<file path="config.mk">
export PLATFORM = sky130hd
export DESIGN_NAME = control_sequencer_flat
export DESIGN_NICKNAME = d
export VERILOG_FILES = /design/src/rtl/control_sequencer_if.sv /design/src/rtl/control_sequencer.sv /design/src/flat_wrapper.sv
export SDC_FILE = /design/constraint.sdc
export NUM_CORES = 1
export LEC_CHECK = 0
export CORE_ASPECT_RATIO = 1.2
export CORE_MARGIN = 2
export CORE_UTILIZATION = 34
export DETAILED_ROUTE_END_ITERATION = 10
export GPL_ROUTABILITY_DRIVEN = 0
export HOLD_SLACK_MARGIN = 0.15
export PLACE_DENSITY = 0.86
export SETUP_SLACK_MARGIN = 0.3
export SLEW_MARGIN = 40
export SYNTH_ARGS = -nofsm -noshare
export SYNTH_HDL_FRONTEND = slang
export SYNTH_SLANG_ARGS = --single-unit
</file>
<file path="constraint.sdc">
create_clock -name clk -period 2.7 [get_ports clk]
set_clock_uncertainty 0.1 [all_clocks]
set_input_delay 0.54 -clock clk [delete_from_list [all_inputs] [get_ports clk]]
set_output_delay 0.54 -clock clk [all_outputs]
set_load 0.005 [all_outputs]
</file>
<file path="src/rtl/control_sequencer_if.sv">
// rtl/control_sequencer_if.sv - datapath-side bundle: instruction/stop inputs and control strobes
interface control_sequencer_if;
  logic [31:0] ir;
  logic        stop;
  logic        PCout, Zlowout, MDRout, MARin, Zlowin, PCin, MDRin, read, write;
  logic        IRin, Yin, IncPc, Cout, BAout, Rin, Rout, GRA, GRB, GRC;
  logic [1:0]  mdr_read;
  logic [3:0]  control;
  logic        run;
  logic [4:0]  state;

  modport master (
    input  ir, stop,
    output PCout, Zlowout, MDRout, MARin, Zlowin, PCin, MDRin, read, write,
    output IRin, Yin, IncPc, Cout, BAout, Rin, Rout, GRA, GRB, GRC,
    output mdr_read, control, run, state
  );

  modport slave (
    output ir, stop,
    input  PCout, Zlowout, MDRout, MARin, Zlowin, PCin, MDRin, read, write,
    input  IRin, Yin, IncPc, Cout, BAout, Rin, Rout, GRA, GRB, GRC,
    input  mdr_read, control, run, state
  );
endinterface

</file>
<file path="src/rtl/control_sequencer.sv">
// rtl/control_sequencer.sv - Moore instruction sequencer driving datapath control strobes
module control_sequencer (
  input  logic                       clk,
  input  logic                       reset,
  control_sequencer_if.master        bus
);
  localparam logic [4:0] S_RST  = 5'd0;
  localparam logic [4:0] S_T0   = 5'd1;
  localparam logic [4:0] S_T1   = 5'd2;
  localparam logic [4:0] S_T2   = 5'd3;
  localparam logic [4:0] S_T3   = 5'd4;
  localparam logic [4:0] S_T4   = 5'd5;
  localparam logic [4:0] S_T5   = 5'd6;
  localparam logic [4:0] S_T6   = 5'd7;
  localparam logic [4:0] S_T7   = 5'd8;
  localparam logic [4:0] S_HALT = 5'd9;

  localparam logic [4:0] OP_LD   = 5'b00000;
  localparam logic [4:0] OP_LDI  = 5'b00001;
  localparam logic [4:0] OP_ST   = 5'b00010;
  localparam logic [4:0] OP_ADDI = 5'b01100;
  localparam logic [4:0] OP_HALT = 5'b11011;

  logic [4:0] state, state_nxt;
  logic [4:0] opcode;
  logic       is_ld, is_ldi, is_st, is_addi, is_halt, is_mem, is_alu;
  logic [4:0] end_nxt;
  logic       unused_ir;

  assign unused_ir = ^bus.ir[26:0];

  assign is_ld   = (opcode == OP_LD);
  assign is_ldi  = (opcode == OP_LDI);
  assign is_st   = (opcode == OP_ST);
  assign is_addi = (opcode == OP_ADDI);
  assign is_halt = (opcode == OP_HALT);
  assign is_mem  = is_ld | is_ldi | is_st;
  assign is_alu  = is_mem | is_addi;
  assign end_nxt = bus.stop ? S_HALT : S_T0;

  // Opcode is captured on the edge into T3 so the T3 strobes decode from a register, not from ir.
  always_ff @(posedge clk) begin
    if (reset) begin
      state  <= S_RST;
      opcode <= 5'b00000;
    end else begin
      state <= state_nxt;
      if (state == S_T2) opcode <= bus.ir[31:27];
    end
  end

  always_comb begin
    state_nxt = state;
    case (state)
      S_RST:  state_nxt = S_T0;
      S_T0:   state_nxt = S_T1;
      S_T1:   state_nxt = S_T2;
      S_T2:   state_nxt = S_T3;
      S_T3: begin
        if (is_halt)     state_nxt = S_HALT;
        else if (is_alu) state_nxt = S_T4;
        else             state_nxt = end_nxt;
      end
      S_T4:   state_nxt = S_T5;
      S_T5:   state_nxt = (is_ldi | is_addi) ? end_nxt : S_T6;
      S_T6:   state_nxt = S_T7;
      S_T7:   state_nxt = end_nxt;
      S_HALT: state_nxt = S_HALT;
      default: state_nxt = S_RST;
    endcase
  end

  always_comb begin
    bus.PCout    = 1'b0;
    bus.Zlowout  = 1'b0;
    bus.MDRout   = 1'b0;
    bus.MARin    = 1'b0;
    bus.Zlowin   = 1'b0;
    bus.PCin     = 1'b0;
    bus.MDRin    = 1'b0;
    bus.read     = 1'b0;
    bus.write    = 1'b0;
    bus.IRin     = 1'b0;
    bus.Yin      = 1'b0;
    bus.IncPc    = 1'b0;
    bus.Cout     = 1'b0;
    bus.BAout    = 1'b0;
    bus.Rin      = 1'b0;
    bus.Rout     = 1'b0;
    bus.GRA      = 1'b0;
    bus.GRB      = 1'b0;
    bus.GRC      = 1'b0;
    bus.mdr_read = 2'b00;
    bus.control  = 4'd0;
    case (state)
      S_T0: begin
        bus.PCout  = 1'b1;
        bus.MARin  = 1'b1;
        bus.IncPc  = 1'b1;
        bus.Zlowin = 1'b1;
      end
      S_T1: begin
        bus.Zlowout  = 1'b1;
        bus.PCin     = 1'b1;
        bus.read     = 1'b1;
        bus.MDRin    = 1'b1;
        bus.mdr_read = 2'b01;
      end
      S_T2: begin
        bus.MDRout = 1'b1;
        bus.IRin   = 1'b1;
      end
      S_T3: begin
        bus.GRB   = is_alu;
        bus.Yin   = is_alu;
        bus.BAout = is_mem;
        bus.Rout  = is_addi;
      end
      S_T4: begin
        bus.Cout    = 1'b1;
        bus.Zlowin  = 1'b1;
        bus.control = 4'd2;
      end
      S_T5: begin
        bus.Zlowout = 1'b1;
        if (is_ldi | is_addi) begin
          bus.GRA = 1'b1;
          bus.Rin = 1'b1;
        end else begin
          bus.MARin = 1'b1;
        end
      end
      S_T6: begin
        bus.MDRin = 1'b1;
        if (is_st) begin
          bus.GRA  = 1'b1;
          bus.Rout = 1'b1;
        end else begin
          bus.read     = 1'b1;
          bus.mdr_read = 2'b01;
        end
      end
      S_T7: begin
        if (is_st) begin
          bus.write = 1'b1;
        end else begin
          bus.MDRout = 1'b1;
          bus.GRA    = 1'b1;
          bus.Rin    = 1'b1;
        end
      end
      default: ;
    endcase
  end

  assign bus.run   = (state != S_HALT);
  assign bus.state = state;
endmodule
</file>
<file path="src/flat_wrapper.sv">
// flat-port wrapper written by rule: the top's interface ports become plain ports
module control_sequencer_flat 
  (clk, reset, bus_ir, bus_stop, bus_PCout, bus_Zlowout, bus_MDRout, bus_MARin, bus_Zlowin, bus_PCin, bus_MDRin, bus_read, bus_write, bus_IRin, bus_Yin, bus_IncPc, bus_Cout, bus_BAout, bus_Rin, bus_Rout, bus_GRA, bus_GRB, bus_GRC, bus_mdr_read, bus_control, bus_run, bus_state);
  control_sequencer_if bus_i ();
  input  logic clk;
  input  logic reset;
  input wire logic [$bits(bus_i.ir)-1:0] bus_ir;
  input wire logic [$bits(bus_i.stop)-1:0] bus_stop;
  output wire logic [$bits(bus_i.PCout)-1:0] bus_PCout;
  output wire logic [$bits(bus_i.Zlowout)-1:0] bus_Zlowout;
  output wire logic [$bits(bus_i.MDRout)-1:0] bus_MDRout;
  output wire logic [$bits(bus_i.MARin)-1:0] bus_MARin;
  output wire logic [$bits(bus_i.Zlowin)-1:0] bus_Zlowin;
  output wire logic [$bits(bus_i.PCin)-1:0] bus_PCin;
  output wire logic [$bits(bus_i.MDRin)-1:0] bus_MDRin;
  output wire logic [$bits(bus_i.read)-1:0] bus_read;
  output wire logic [$bits(bus_i.write)-1:0] bus_write;
  output wire logic [$bits(bus_i.IRin)-1:0] bus_IRin;
  output wire logic [$bits(bus_i.Yin)-1:0] bus_Yin;
  output wire logic [$bits(bus_i.IncPc)-1:0] bus_IncPc;
  output wire logic [$bits(bus_i.Cout)-1:0] bus_Cout;
  output wire logic [$bits(bus_i.BAout)-1:0] bus_BAout;
  output wire logic [$bits(bus_i.Rin)-1:0] bus_Rin;
  output wire logic [$bits(bus_i.Rout)-1:0] bus_Rout;
  output wire logic [$bits(bus_i.GRA)-1:0] bus_GRA;
  output wire logic [$bits(bus_i.GRB)-1:0] bus_GRB;
  output wire logic [$bits(bus_i.GRC)-1:0] bus_GRC;
  output wire logic [$bits(bus_i.mdr_read)-1:0] bus_mdr_read;
  output wire logic [$bits(bus_i.control)-1:0] bus_control;
  output wire logic [$bits(bus_i.run)-1:0] bus_run;
  output wire logic [$bits(bus_i.state)-1:0] bus_state;
  assign bus_i.ir = bus_ir;
  assign bus_i.stop = bus_stop;
  assign bus_PCout = bus_i.PCout;
  assign bus_Zlowout = bus_i.Zlowout;
  assign bus_MDRout = bus_i.MDRout;
  assign bus_MARin = bus_i.MARin;
  assign bus_Zlowin = bus_i.Zlowin;
  assign bus_PCin = bus_i.PCin;
  assign bus_MDRin = bus_i.MDRin;
  assign bus_read = bus_i.read;
  assign bus_write = bus_i.write;
  assign bus_IRin = bus_i.IRin;
  assign bus_Yin = bus_i.Yin;
  assign bus_IncPc = bus_i.IncPc;
  assign bus_Cout = bus_i.Cout;
  assign bus_BAout = bus_i.BAout;
  assign bus_Rin = bus_i.Rin;
  assign bus_Rout = bus_i.Rout;
  assign bus_GRA = bus_i.GRA;
  assign bus_GRB = bus_i.GRB;
  assign bus_GRC = bus_i.GRC;
  assign bus_mdr_read = bus_i.mdr_read;
  assign bus_control = bus_i.control;
  assign bus_run = bus_i.run;
  assign bus_state = bus_i.state;
  control_sequencer u_core (.clk(clk), .reset(reset), .bus(bus_i));
endmodule
</file>
==> results of run 1 <==
## synthesized netlist by cell type, types with 2 or more instances
master,number
nor3_1,6
o21a_1,2
nor4_1,2
or2_2,3
mux2i_1,6
buf_4,10
nand2b_1,5
nor2b_1,4
a21oi_1,5
inv_1,2
o21ai_0,2
clkbuf_1,3
dfxtp_1,9
or4_1,2
nand2_1,5
nor2_1,15
buf_2,4
## cell type report
cell class / count / share of cell area, %
Multi-Input combinational cell: 81 / 47.5
Timing Repair Buffer: 47 / 31.5
Sequential cell: 9 / 15.4
Tap cell: 31 / 3.02
Clock buffer: 4 / 2.04
Inverter: 2 / 0.584
## through the flow
stage	utilization (%)	cells	setup WS (ps)	cell area, um^2	power [W]
finish	56.9	174	292	1280	0.000388
detailed placement	49.9	165	128	1130	0.000267
global route	56.9	174	227	1280	0.000414
CTS	56.0	174	266	1260	0.000385
floorplan	-	111	588	815	0.000216
global placement	49.9	165	184	1130	0.000263
## power groups by stage
stage | Sequential [W] | Clock, W | Combinational (W)
2_1_floorplan | 0.000146 | 0 | 0.0000705
3_3_place_gp | 0.000150 | 0 | 0.000113
3_5_place_dp | 0.000151 | 0 | 0.000116
4_1_cts | 0.000147 | 0.000112 | 0.000126
5_1_grt | 0.000149 | 0.000120 | 0.000145
6_report | 0.000148 | 0.000108 | 0.000132
## layer usage
metal	global-route usage, %	routed length, um	up-vias
met1	20.5	868	415
met3	5.70	159	2
met2	34.0	1360	41
met5	0	0	-
met4	6.95	9	0
li1	-	-	433
## worst max-delay path by stage
stage                    to  slack, ps
global placement    bus_GRA        180
finish              bus_GRA        290
CTS                 bus_run        270
floorplan           bus_Yin        590
detailed placement  bus_GRA        130
global route        bus_GRA        230
## state kept, by name, summed over array words and instances (netlist names)
signal            flops
u_core.opcode         5
u_core.bus.state      4
## cell usage in the layout, fill, tap and decap left out, types with 3 or more instances in the layout
cell type	instances
clkdlybuf4s50_1	21
mux2i_1	6
a21oi_1	5
dfxtp_4	4
or2_2	3
buf_4	13
clkbuf_2	3
dfxtp_1	3
nand2_1	5
nor2_1	13
buf_2	3
conb_1	6
clkbuf_4	3
nor3_1	3
dlygate4sd2_1	5
## cells by family (layout without fill, tap and decap cells)
kind of cell	after synthesis	after routing	synth area share (%)
and+or+nand+nor	48	48	32.5
DFF	9	9	22.6
muxes	7	7	9.43
buffers and inverters	21	53	16.4
other	1	6	0.471
AOI/OAI and AO/OA	20	20	18.6
## worst max-delay path: cells and delay by family (launching register included)
kind,cells,cell delay [ps]
AOI/OAI and AO/OA,1,140
DFF,1,360
muxes,1,280
and+or+nand+nor,2,590
buffers and inverters,1,130
## what timing repair did
| action | in CTS | in global routing |
|---|---|---|
| setup endpoints to repair | 15 | 12 |
| pin swaps | 4 | 4 |
| buffers inserted | 5 | 0 |
| gates resized for setup | 50 | 12 |
==> summary.md, run 1 <==
| Metric | Value |
|---|---|
| Reg area | 198 um^2 |
| Gr ovfl total | 0 |
| Number of routed nets with antenna violations | 0 |
| Final setup viols | 0 |
| Tightest Hold Check Type | reg2reg |
| Hold WS | 447 ps |
| RSZ-0062 raised after global routing | true |
| Critical Path Max Stage Delay | 440 ps |
| Largest net degree at the start of global routing | 14 |
| Antenna violations before repair | 0 |
| WHS Endpoint | u_core.bus.state[2] |
| Max cap viols | 0 |
| Final net count | 179 |
| DRT Pass-1 Iters | 4 |
| P&R area growth vs syn | 61.5% |
| CP endpoint kind | output pin |
| Worst R2R Start | u_core.opcode[3] |
| Worst-skew pair later-pin latency | 270 ps |
| Syn. warnings | 0 |
| Critical path required time | 2060 ps |
| Cell taking the most area after synthesis | dfxtp_1 |
| Synth Register Bits | 9 |
| Vias in the first global route | 874 |
| Final Cycle Share | 89.2% |
| H-tree Lvls | 1 |
| Highest-delay cell along the critical path | or4_4 |
| Hold Crit Depth | 2 |
| Total CTS buffers | 3 |
| R2R Setup Slk | 960 ps |
| Clk pwr share | 27.7% |
| ANT cells | 0 |
| Drt wl/cell | 13.8 um |
| I/O pin count | 66 |
| TritonCTS clock tree | done |
| Mapped cell area | 796 um^2 |
| Root Driver | clkbuf_4 |
| Total track usage | 19.3% |
| Leakage power | 0.531 nW |
| Main synth FF type | dfxtp_1 |
| Logic pwr share | 34.1% |
| DRT iter0 DRCs | 11 |
| Worst-path clk slew | 60 ps |
| Worst setup startpoint | u_core.opcode[2] |
| Net Sw Frac | 31.1% |
| Multi-input logic area | 611 um^2 |
| R2R Path End | u_core.bus.state[3] |
| HPWL after DPL | 1660 um |
| Post-synth EDFFs | 0 |
| DRC viols | 0 |
| CP cell instances | nand2b_4 > or4_4 > mux2_4 > o22ai_2 > buf_2 |
| Peak Freq | 415 MHz |
| Minimum clock period | 2410 ps |
| Register area share after synthesis | 22.6% |
| Post-Route WL | 2400 um |
| Flop pwr share | 38.2% |
| Vias per cell | 5.12 |
| Std cell rows | 19 |
| First-pass GRT wire length | 3830 um |
| Distinct cells, synth | 38 |
| Cell-internal power | 0.000267 W |
| DIE HEIGHT | 57.0 um |
| Post-synthesis async set-or-reset flop share | 0% |
| CP max FO | 5 |
| Mean Syn Cell Area | 7.51 um^2 |
| Top post-synthesis cells by area | dfxtp_1 23%, buf_4 9.4%, mux2i_1 7.5% |
| Clock buffer depth | 2 |
| Cell count after synthesis | 106 |
| Core ar. | 2260 um^2 |
| Hold_sp | u_core.bus.state[1] |
| Clock sink total | 9 |
| Sw Pwr | 0.000121 W |
| Status | complete, no violations |
| Via count | 891 |
| Setup TNS | 0 ps |
| Peak supply drop | 0.000271 V |
| Layout cell share with drive strength beyond 1 | 38.5% |
| Final hold violations | 0 |
| Yosys top cell area share | 22.6% |
| Port buffer count | 32 |
| Die area | 2750 um^2 |
| Slew Viols, Final | 0 |
| CP Class | reg2out |
| Starting Density | 35.2% |
| Hold buffer count at cts | 0 |
| Worst reg2reg path depth | 5 |
| Pwr/cell area | 302 nW/um^2 |
| Crit start category | flip-flop |
| Width of the die | 48.2 um |
| Fillers | 212 |
| Worst EP arrival | 1770 ps |
(Power assumes the default switching activity.)
==> run 2, diff against run 1 <==
--- a/config.mk
+++ b/config.mk
@@ -9,7 +9,6 @@
 export CORE_MARGIN = 2
 export CORE_UTILIZATION = 34
 export DETAILED_ROUTE_END_ITERATION = 10
-export GPL_ROUTABILITY_DRIVEN = 0
 export HOLD_SLACK_MARGIN = 0.15
 export PLACE_DENSITY = 0.86
 export SETUP_SLACK_MARGIN = 0.3
==> results of run 2 <==
The final DEF is identical to that of run 1; final timing and power are the same.
==> run 3, diff against run 2 <==
==> constraint.sdc (replaced) <==
create_clock -name clk -period 2.81 [get_ports clk]
set_clock_uncertainty 0.1 [all_clocks]
set_input_delay 0.562 -clock clk [delete_from_list [all_inputs] [get_ports clk]]
set_output_delay 0.562 -clock clk [all_outputs]
set_load 0.005 [all_outputs]
==> run 3 against run 2 <==
Die area stayed put; register-to-register slack better by 220 ps; global-route usage is 2.9 points lower; via count is 3.8% lower; clock-buffer cell count stayed put; cell count is 4.6% lower; cell area is 6.5% lower; clock power is 5% lower; first-iteration DRC count is 9.1% higher; sequential power is 3% lower; non-clock buffer count is 8 lower; flip-flop and latch count stayed put; critical path type unchanged; largest cell class unchanged.
==> summary.md, run 3 (same netlist as run 1, synthesis figures left out) <==
| Metric | Value |
|---|---|
| Leakage power | 0.503 nW |
| Core ar. | 2260 um^2 |
| Cells after DPL | 161 |
| CP Class | reg2out |
| Crit start category | flip-flop |
| Critical path required time | 2150 ps |
| P&R area growth vs syn | 50.9% |
| Layout cell share with drive strength beyond 1 | 26.7% |
| Max cap viols | 0 |
| Final hold violations | 0 |
| Worst-skew pair later-pin latency | 270 ps |
| Number of routed nets with antenna violations | 0 |
| Starting Density | 35.2% |
| Worst EP arrival | 1820 ps |
| Worst-path clk slew | 60 ps |
| Clock buffer depth | 2 |
| Via count | 857 |
| Register name with the most flops | u_core.opcode |
| Fin util | 53.2% |
| Vias in the first global route | 799 |
| Status | complete, no violations |
| Largest net degree at the start of global routing | 14 |
| I/O pin count | 66 |
| TritonCTS clock tree | done |
| DIE HEIGHT | 57.0 um |
| Total CTS buffers | 3 |
| Pwr/cell area | 298 nW/um^2 |
| Max FFs per register | 5 |
| Final setup viols | 0 |
| H-tree Lvls | 1 |
| Largest regs | u_core.opcode: 5 flops, u_core.bus.state: 4 flops |
| Width of the die | 48.2 um |
| Root Driver | clkbuf_4 |
| Final net count | 171 |
| Commonest non-fill, non-tap cell in the layout | clkdlybuf4s50_1 |
| Worst reg2reg path depth | 5 |
| Die area | 2750 um^2 |
| CP max FO | 11 |
| CP endpoint kind | output pin |
| Total track usage | 16.5% |
| DRC viols | 0 |
| Total power | 0.000358 W |
| Minimum clock period | 2480 ps |
| Worst R2R Start | u_core.opcode[2] |
| RSZ-0062 raised after global routing | true |
| Drt wl/cell | 13.3 um |
| R2R Path End | u_core.bus.state[3] |
| Slew Viols, Final | 0 |
| Final Cycle Share | 88.3% |
| Most frequent cells in the layout | 22 x clkdlybuf4s50_1, 14 x nor2_1 |
| R2R Setup Slk | 1180 ps |
| Hold buffer count at cts | 0 |
| Port buffer count | 32 |
| Gr ovfl total | 0 |
| First-pass GRT wire length | 3280 um |
| Peak Freq | 403 MHz |
| Worst setup startpoint | u_core.bus.state[0] |
| Antenna violations before repair | 0 |
| Peak supply drop | 0.000295 V |
| Placer congestion estimate | 0.826 |
| Fillers | 213 |
| ANT cells | 0 |
| Setup TNS | 0 ps |
| Clock sink total | 9 |
| Post-Route WL | 2200 um |
| Non-Filler Instances | 166 |
| HPWL after DPL | 1610 um |
| DRT Pass-1 Iters | 4 |
| Std cell rows | 19 |
| Tightest Hold Check Type | reg2reg |
| Vias per cell | 5.16 |
| Critical path destination | bus_Rout |
| DRT iter0 DRCs | 12 |
==> run 3: layer usage <==
metal | global-route usage, % | routed length, um | up-vias
met5 | 0 | 0 | -
met4 | 7.72 | 33 | 0
met3 | 3.48 | 134 | 2
met2 | 28.2 | 1180 | 38
met1 | 18.2 | 852 | 404
li1 | - | - | 413
==> run 3: worst min-delay path by stage <==
stage	from	endpoint	slack (ps)	depth (start not counted)
after detailed placement	u_core.opcode[0]	u_core.opcode[0]	500	2
after global routing	u_core.opcode[1]	u_core.opcode[1]	510	2
after floorplan	u_core.opcode[0]	u_core.opcode[0]	440	2
after global placement	u_core.opcode[1]	u_core.opcode[1]	470	2
after CTS	u_core.opcode[0]	u_core.opcode[0]	470	2
final	u_core.bus.state[1]	u_core.bus.state[2]	480	2
==> run 3: cell type report <==
type	count	area, um^2	area share (%)
flip-flops and latches	9	190	15.8
multi-input cells	81	569	47.4
clock buffers	4	26.3	2.19
inverters	2	7.51	0.625
well taps	31	38.8	3.23
repair buffers	39	369	30.7
==> run 3: through the flow <==
stage	area, um^2	hold WS, ps	setup slack (ps)
after global placement	1100	472	252
final	1200	483	329
after detailed placement	1100	495	189
after CTS	1160	471	272
after floorplan	815	441	676
after global routing	1200	508	217
==> run 3: timing repair <==
item | in CTS | in global routing
resized for setup | 24 | 11
endpoints found under the hold margin | 0 | 0
buffers inserted | 1 | 0
pin swaps | 1 | 2
endpoints found under the setup margin | 10 | 8
==> run 3: critical path, stage by stage, from the launching register on <==
cell and delay [ps]:
dfxtp_2 370, buf_4 180, nor2_2 170, a21oi_1 120, nor4_2 160, clkdlybuf4s50_1 550
==> run 3: where the power goes <==
group	switching, W	total, W	internal, W	leakage [nW]
clock network	0.0000479	0.000103	0.0000549	0.0150
registers	0.0000101	0.000143	0.000133	0.0761
logic	0.0000508	0.000112	0.0000610	0.412
